[src/rtl/freq_meter_pkg.sv]
// Shared types and constants for the frequency meter and its users.
package freq_meter_pkg;

  typedef enum logic [1:0] {
    IDLE  = 2'd0,
    GATE  = 2'd1,
    LATCH = 2'd2
  } fm_state_e;

  localparam int GATE_1S_50MHZ = 50000000;
  localparam int DEFAULT_CNT_W = 32;

endpackage

[src/rtl/sync_edge_det.sv]
// Synchronizes an asynchronous input and emits a one-cycle pulse on each rising edge.
// Total latency from input change to pulse is SYNC_STAGES+1 cycles.
module sync_edge_det #(
  parameter int SYNC_STAGES = 2
) (
  input  logic fin,
  input  logic rst_n,
  input  logic async_in,
  output logic rise_pulse
);

  logic [SYNC_STAGES-1:0] sync_r;
  logic                   prev_r;
  logic                   rise_r;

  // Synchronizer chain, history bit and registered rise pulse
  always_ff @(posedge fin or negedge rst_n) begin
    if (!rst_n) begin
      sync_r <= '0;
      prev_r <= 1'b0;
      rise_r <= 1'b0;
    end else begin
      sync_r <= {sync_r[SYNC_STAGES-2:0], async_in};
      prev_r <= sync_r[SYNC_STAGES-1];
      rise_r <= sync_r[SYNC_STAGES-1] & ~prev_r;
    end
  end

  assign rise_pulse = rise_r;

endmodule

[src/rtl/freq_meter.sv]
// Counts rising edges of sig_in over a gate window of GATE_CYCLES fin cycles.
// Build option: define FREQ_METER_SAT_EN for a saturating edge counter with overflow flag.
module freq_meter
  import freq_meter_pkg::*;
#(
  parameter int GATE_CYCLES = GATE_1S_50MHZ,
  parameter int CNT_W       = DEFAULT_CNT_W,
  parameter int SYNC_STAGES = 2
) (
  input  logic             fin,
  input  logic             rst_n,
  input  logic             sig_in,
  input  logic             start,
  input  logic             continuous,
  output logic             busy,
  output logic             freq_valid,
  output logic [CNT_W-1:0] freq_count,
  output logic             ovf
);

  localparam int                GATE_W    = $clog2(GATE_CYCLES);
  localparam logic [GATE_W-1:0] GATE_LAST = GATE_W'(GATE_CYCLES - 1);

  fm_state_e         state_r, state_nxt_s;
  logic [GATE_W-1:0] gate_cnt_r;
  logic [CNT_W-1:0]  edge_cnt_r, edge_nxt_s, freq_count_r;
  logic              ovf_int_r, ovf_nxt_s, ovf_r;
  logic              busy_r, freq_valid_r;
  logic              rise_s, clear_s;

  sync_edge_det #(.SYNC_STAGES(SYNC_STAGES)) u_sync (
    .fin        (fin),
    .rst_n      (rst_n),
    .async_in   (sig_in),
    .rise_pulse (rise_s)
  );

  // Next-state logic; clear_s marks every entry into a fresh window
  always_comb begin
    state_nxt_s = state_r;
    clear_s     = 1'b0;
    case (state_r)
      IDLE: begin
        if (start) begin
          state_nxt_s = GATE;
          clear_s     = 1'b1;
        end else begin
          state_nxt_s = IDLE;
        end
      end
      GATE: begin
        if (gate_cnt_r == GATE_LAST) begin
          state_nxt_s = LATCH;
        end else begin
          state_nxt_s = GATE;
        end
      end
      LATCH: begin
        if (continuous) begin
          state_nxt_s = GATE;
          clear_s     = 1'b1;
        end else begin
          state_nxt_s = IDLE;
        end
      end
      default: begin
        state_nxt_s = IDLE;
      end
    endcase
  end

  // Edge counter next value, including an edge in the final gate cycle
  always_comb begin
    edge_nxt_s = edge_cnt_r;
    ovf_nxt_s  = ovf_int_r;
    if ((state_r == GATE) && rise_s) begin
`ifdef FREQ_METER_SAT_EN
      if (&edge_cnt_r) begin
        ovf_nxt_s = 1'b1;
      end else begin
        edge_nxt_s = edge_cnt_r + CNT_W'(1'b1);
      end
`else
      edge_nxt_s = edge_cnt_r + CNT_W'(1'b1);
`endif
    end else begin
      edge_nxt_s = edge_cnt_r;
    end
  end

  // State register and window counters; gate counter holds at its last value
  always_ff @(posedge fin or negedge rst_n) begin
    if (!rst_n) begin
      state_r    <= IDLE;
      gate_cnt_r <= '0;
      edge_cnt_r <= '0;
      ovf_int_r  <= 1'b0;
    end else begin
      state_r <= state_nxt_s;
      if (clear_s) begin
        gate_cnt_r <= '0;
        edge_cnt_r <= '0;
        ovf_int_r  <= 1'b0;
      end else if (state_r == GATE) begin
        if (gate_cnt_r != GATE_LAST) begin
          gate_cnt_r <= gate_cnt_r + GATE_W'(1'b1);
        end else begin
          gate_cnt_r <= gate_cnt_r;
        end
        edge_cnt_r <= edge_nxt_s;
        ovf_int_r  <= ovf_nxt_s;
      end else begin
        gate_cnt_r <= gate_cnt_r;
        edge_cnt_r <= edge_cnt_r;
        ovf_int_r  <= ovf_int_r;
      end
    end
  end

  // Result registers load on the GATE->LATCH edge so they are visible during LATCH
  always_ff @(posedge fin or negedge rst_n) begin
    if (!rst_n) begin
      busy_r       <= 1'b0;
      freq_valid_r <= 1'b0;
      freq_count_r <= '0;
      ovf_r        <= 1'b0;
    end else begin
      busy_r <= (state_nxt_s != IDLE);
      if ((state_r == GATE) && (state_nxt_s == LATCH)) begin
        freq_valid_r <= 1'b1;
        freq_count_r <= edge_nxt_s;
`ifdef FREQ_METER_SAT_EN
        ovf_r        <= ovf_nxt_s;
`else
        ovf_r        <= 1'b0;
`endif
      end else begin
        freq_valid_r <= 1'b0;
      end
    end
  end

  assign busy       = busy_r;
  assign freq_valid = freq_valid_r;
  assign freq_count = freq_count_r;
  assign ovf        = ovf_r;

endmodule

[config.mk]
export PLATFORM = sky130hd
export DESIGN_NAME = freq_meter
export DESIGN_NICKNAME = d
export VERILOG_FILES = /design/src/rtl/freq_meter_pkg.sv /design/src/rtl/sync_edge_det.sv /design/src/rtl/freq_meter.sv
export SDC_FILE = /design/constraint.sdc
export NUM_CORES = 1
export LEC_CHECK = 0
export ABC_AREA = 0
export CAP_MARGIN = 10
export CORE_ASPECT_RATIO = 1.4
export CORE_MARGIN = 10
export CORE_UTILIZATION = 54
export CTS_BUF_LIST = sky130_fd_sc_hd__clkbuf_2 sky130_fd_sc_hd__clkbuf_4 sky130_fd_sc_hd__clkbuf_8
export CTS_CLUSTER_SIZE = 24
export DETAILED_ROUTE_END_ITERATION = 6
export GPL_TIMING_DRIVEN = 0
export PLACE_DENSITY_LB_ADDON = 0.1
export RECOVER_POWER = 50
export SLEW_MARGIN = 20
export SYNTH_ARGS = -nofsm -noshare
export SYNTH_HDL_FRONTEND = slang
export SYNTH_SLANG_ARGS = --single-unit
[constraint.sdc]
create_clock -name fin -period 1.8 [get_ports fin]
set_input_delay 0.36 -clock fin [delete_from_list [all_inputs] [get_ports fin]]
set_output_delay 0.36 -clock fin [all_outputs]
set_load 0.01 [all_outputs]
Yosys cells after proc, flatten, opt, wreduce, memory -nomap -nowiden
Index checks and enable logic that the tools add are counted.
{ "classes": {"addsub": 2, "n_mux": 14, "eq_ne": 5, "bitwise_logic": 2, "reduce_logical": 7} }
{ "ops": {"columns": ["op", "count"], "rows": [
  ["32-bit 2-to-1 mux", 3],
  ["26-bit 2-to-1 mux", 3],
  ["32-bit by 1-bit adder with 32-bit output, second input constant", 1],
  ["26-bit by 1-bit adder with 26-bit output, second input constant", 1],
  ["26-bit == test, second input constant", 1],
  ["26-bit inequality test, second input constant", 1],
  ["2-bit case mux with 3 select lines", 1],
  ["2-bit nonzero test", 3],
  ["1-bit 2-to-1 mux", 5],
  ["2-bit == test, second input constant", 2],
  ["2-bit by 1-bit == test with 1-bit output, second input constant", 1],
  ["1-bit logical AND", 2],
  ["2-bit zero test", 1],
  ["2-bit 2-to-1 mux", 1],
  ["1-bit case mux with 2 select lines", 1],
  ["2-bit AND reduction", 1],
  ["1-bit AND", 1],
  ["1-bit inverter", 1]
]} }
{ "word_totals": {"regBits": 98, "output_inout_bits": 35, "inputBits": 5} }

Depth between registers and ports, before layout
{ "depth": {"depth_word": 6, "depth_mapped": 8, "mapped_depth_nobuf": 6} }

Hierarchy
A second synthesis with hierarchy kept.
{ "hier_totals": {"hier_cells": 474, "area_unflattened_um2": 4765.8} }
{ "modules_own_cells": {"columns": ["mod", "seq_area_each_um2", "cells_per_inst", "n_inst", "area_each_um2"], "rows": [
  ["freq_meter", 2352.3, 469, 1, 4652.0],
  ["sync_edge_det", 100.1, 5, 1, 113.9]
]} }

Least setup slack after synthesis
OpenSTA, ideal clock, no wires.
{ "synth_timing": {"path_kind": "reg-to-reg", "start": "register gate_cnt_r[11]", "end": "register gate_cnt_r[1]", "stages_incl_launch_ff": 7, "slack_ns": -0.239, "arrival_ns": 1.907, "n_path_buf": 1, "path_cell_list": "dfrtp_1 > or4_4 > nor4_4 > a21o_2 > buf_6 > mux2i_1 > nor2_1"} }
{ "synth_via": {"elab_chain_len": 3} }
{ "synth_rtl": {"columns": ["element", "line_no", "rtl"], "rows": [
  ["from (decl)", "freq_meter.sv:25", "logic [GATE_W-1:0] gate_cnt_r;"],
  ["from (signal assigned)", "freq_meter.sv:106", "gate_cnt_r <= gate_cnt_r + GATE_W'(1'b1);"],
  ["from (signal assigned)", "freq_meter.sv:108", "gate_cnt_r <= gate_cnt_r;"],
  ["from (signal assigned)", "freq_meter.sv:113", "gate_cnt_r <= gate_cnt_r;"],
  ["26-bit inequality test", "freq_meter.sv:105", "if (gate_cnt_r != GATE_LAST) begin"],
  ["2-bit nonzero test (no line)", null, null],
  ["2-bit AND reduction (no line)", null, null]
]} }
No other way between the ends.
A chain may end at the register's enable or synchronous reset.

Worst setup path in the final report
{ "layout_timing": {"start": "register gate_cnt_r[2]", "end": "register gate_cnt_r[7]"} }
{ "layout_via": {"elab_chain_len": 4, "word_cells_on_any_way": 7, "classes_between": "add/sub (1); eq/ne (1); mux (3); reduce/logical (2)"} }
{ "layout_rtl": {"columns": ["element", "line_no", "rtl"], "rows": [
  ["26-bit by 1-bit adder with 26-bit output", "freq_meter.sv:106", null],
  ["26-bit 2-to-1 mux", "freq_meter.sv:105", null],
  ["26-bit 2-to-1 mux", "freq_meter.sv:104", "end else if (state_r == GATE) begin"],
  ["26-bit 2-to-1 mux", "freq_meter.sv:100", "if (clear_s) begin"]
]} }
Parallel ways exist; a longest one is shown, timed or not. The select of a mux whose other input is x is not followed.

==> flow_summary.json <==
{
  "required_ns": 2.04,
  "crit_arrival_ns": 2.27,
  "clock_skew_ns": 0.01086,
  "fin_nets": 589,
  "drc": 0,
  "cpPeakStageDelay_ns": 0.70,
  "crit_chain": "and4_1 -> nand3_1 -> a2111oi_0 -> xnor2_1 -> nor2_1",
  "tritoncts": "yes",
  "final.period_utilization_pct": 112.7,
  "fin_crit_ns": 2.028,
  "synth_ff_type": "dfrtp_1",
  "finalWorstSetupSlack_ns": -0.2283,
  "drt_first_pass_iters": 5,
  "grtUsageTotal_pct": 18.28,
  "rr_startpoint": "gate_cnt_r[2]",
  "setup.worst_path.class": "reg2reg",
  "vias": 4058,
  "grt_start_max_net_pins": 51,
  "initial_core_util_pct": 55.32,
  "rsz0062_at_grt": "yes",
  "cts.sinks": 98,
  "gp_congestion": 0.8679,
  "design.core.area_um2": 8608,
  "synth.avg_cell_area_um2": 9.921,
  "dp_cells": 624,
  "yosysSeqAreaShare_pct": 51.50,
  "hold_depth": 0,
  "vias_per_cell": 5.864,
  "p_total_uw": 5371,
  "peakVddDrop_v": 0.0007342,
  "tns_ns": -4.008,
  "wl_per_cell_um": 18.54,
  "ys_types": 50,
  "syn_nets": 487,
  "async_flop_share_pct": 100.0,
  "drt_wl_total_mm": 12.83,
  "p_leak_uw": 0.002838,
  "die_area_um2": 13030,
  "start_kind": "flop",
  "grt_pass1_vias": 4041,
  "area_growth_pct": 36.52,
  "clk_pin_slew_ns": 0.09,
  "finalSetupViolCount": 49,
  "worst_pin_slew_ns": 1.289,
  "slew_viol_final": 0,
  "rows": 40,
  "htreeDepth": 3,
  "whs_ns": 0.3574,
  "die_h_um": 131.1,
  "grt-ovfl-total": 0,
  "worstSkewPairLatency_ns": 0.37,
  "fillCellCount": 566,
  "boundaryPins": 40,
  "cts_buffer_depth": 2,
  "crit_slowest_cell": "a2111oi_0",
  "cts_made_buffers": 9,
  "r2r_end": "gate_cnt_r[7]",
  "ys_seq_elements": 98,
  "slew_headroom_pct": 14.07,
  "reg2reg_slack_ns": -0.23,
  "drive_gt1_share_pct": 30.49,
  "power_density_nw_per_um2": 826.2,
  "fin_util_pct": 75.52,
  "synthCells": 480,
  "synth_area_um2": 4762,
  "status": "finished, violations left",
  "multi_input_area_um2": 2633,
  "violations": "negative setup slack",
  "hp-start": "u_sync.sync_r[0]",
  "cp_max_fo": 5,
  "drv_cap": 0,
  "grt_pass1_wl_mm": 19.68,
  "drt_iter0_drc": 277,
  "layout_commonest_cell": "dfrtp_1",
  "dp_hpwl_mm": 7.697,
  "instances_no_fill": 692,
  "cts-root-buf": "clkbuf_8",
  "final_cell_mix": "dfrtp_1 (88), nand2_1 (50), buf_4 (44)",
  "synth_warnings": 0,
  "die_w_um": 99.37,
  "fmax_mhz": 493.0,
  "ff2ff_path_depth": 5,
  "holdPathEnd": "u_sync.sync_r[1]",
  "ant_nets": 0,
  "antenna_found_initial": 0,
  "hold_viol": 0,
  "antenna_cells": 0,
  "port_buffers": 38,
  "endpoint_kind": "flop",
  "hold_class": "reg2reg",
  "synth-edff-count": 0,
  "seqCellArea_um2": 2465
}
## what timing repair did
action,4_1_cts,5_1_grt
pin swaps,25,31
endpoints found under the setup margin,83,90
hold endpoints to repair,48,0
buffers inserted,25,28
hold buffers,1,0
cloned,3,1
gates resized for setup,75,88
## synthesized netlist by cell type, types with 5 or more instances
cell | number | share of area (%)
mux2i_1 | 23 | 4.8
inv_1 | 9 | 0.71
nor2_1 | 41 | 3.2
nand4_1 | 18 | 2.4
o211ai_1 | 5 | 0.79
and3_1 | 8 | 1.1
a21oi_1 | 20 | 2.1
nor4_1 | 5 | 0.66
dfrtp_1 | 98 | 51
o21ai_0 | 35 | 3.7
clkbuf_1 | 15 | 1.2
o31ai_1 | 6 | 0.95
nand3_1 | 36 | 3.8
xor2_1 | 33 | 6.1
nand2_1 | 59 | 4.7
nor3_1 | 5 | 0.53
xnor2_1 | 13 | 2.4
## per-layer routing
layer  track usage [%]  part of all wire, %
met3             2.991                  4.5
met5                 0                    0
met4             10.70                  3.3
met1             20.13                   39
met2             31.84                   54
## registers in the layout, indices dropped and copies added, names as in the netlist
signal and count:
edge_cnt_r 32, freq_count 32, gate_cnt_r 26, freq_valid 1
u_sync.rise_pulse 1, u_sync.sync_r 2, busy 1, u_sync.prev_r 1
state_r 2
## power breakdown
| part | switching (uW) | internal [uW] | leakage (uW) |
|---|---|---|---|
| sequential | 361 | 2440 | 0.00117 |
| clock | 743 | 702 | 0.000105 |
| combinational | 603 | 524 | 0.00157 |
| total | 1710 | 3660 | 0.00284 |
## worst max-delay path: cells and delay by family (launching register included)
family / cells / cell delay, ns
simple gates: 3 / 0.52
flops: 1 / 0.47
compound gates: 1 / 0.70
xor+xnor: 1 / 0.21
## layout make-up
type	instances	share of cell area, %
multi-input cells	352	40.49
flip-flops and latches	98	37.91
repair buffers	95	13.66
plain buffers	17	2.406
clock buffers	13	2.367
well taps	105	2.021
clock inverters	3	0.6159
inverters	9	0.5196
## cells by family (layout without fill, tap and decap cells)
group	after synthesis	in the layout	synth area share, %
and+or+nand+nor	203	203	22.25
DFF	98	98	51.50
AOI/OAI and AO/OA	74	75	8.881
xor gates and xnor gates	46	46	8.460
buffers and inverters	31	137	2.995
muxes	25	25	5.307
adders and majority gates	2	2	0.5254
other	1	1	0.07875
## how the worst max path moves through the flow
stage	start	endpoint	slack (ns)	depth (start not counted)
2_1_floorplan	gate_cnt_r[18]	gate_cnt_r[1]	-0.05	6
3_3_place_gp	rst_n	gate_cnt_r[21]	-3.27	1
3_5_place_dp	gate_cnt_r[8]	freq_count[5]	-0.65	6
4_1_cts	gate_cnt_r[18]	freq_count[10]	-0.19	8
5_1_grt	gate_cnt_r[2]	gate_cnt_r[7]	-0.39	5
6_report	gate_cnt_r[2]	gate_cnt_r[7]	-0.23	5
## through the flow
step	cell area, um2	setup slack (ns)
3_3_place_gp	5313	-3.266
6_report	6501	-0.2283
5_1_grt	6501	-0.3944
2_1_floorplan	4801	-0.05447
3_5_place_dp	5341	-0.6544
4_1_cts	6038	-0.1891
Note: power is estimated with default switching activity, not from simulation.
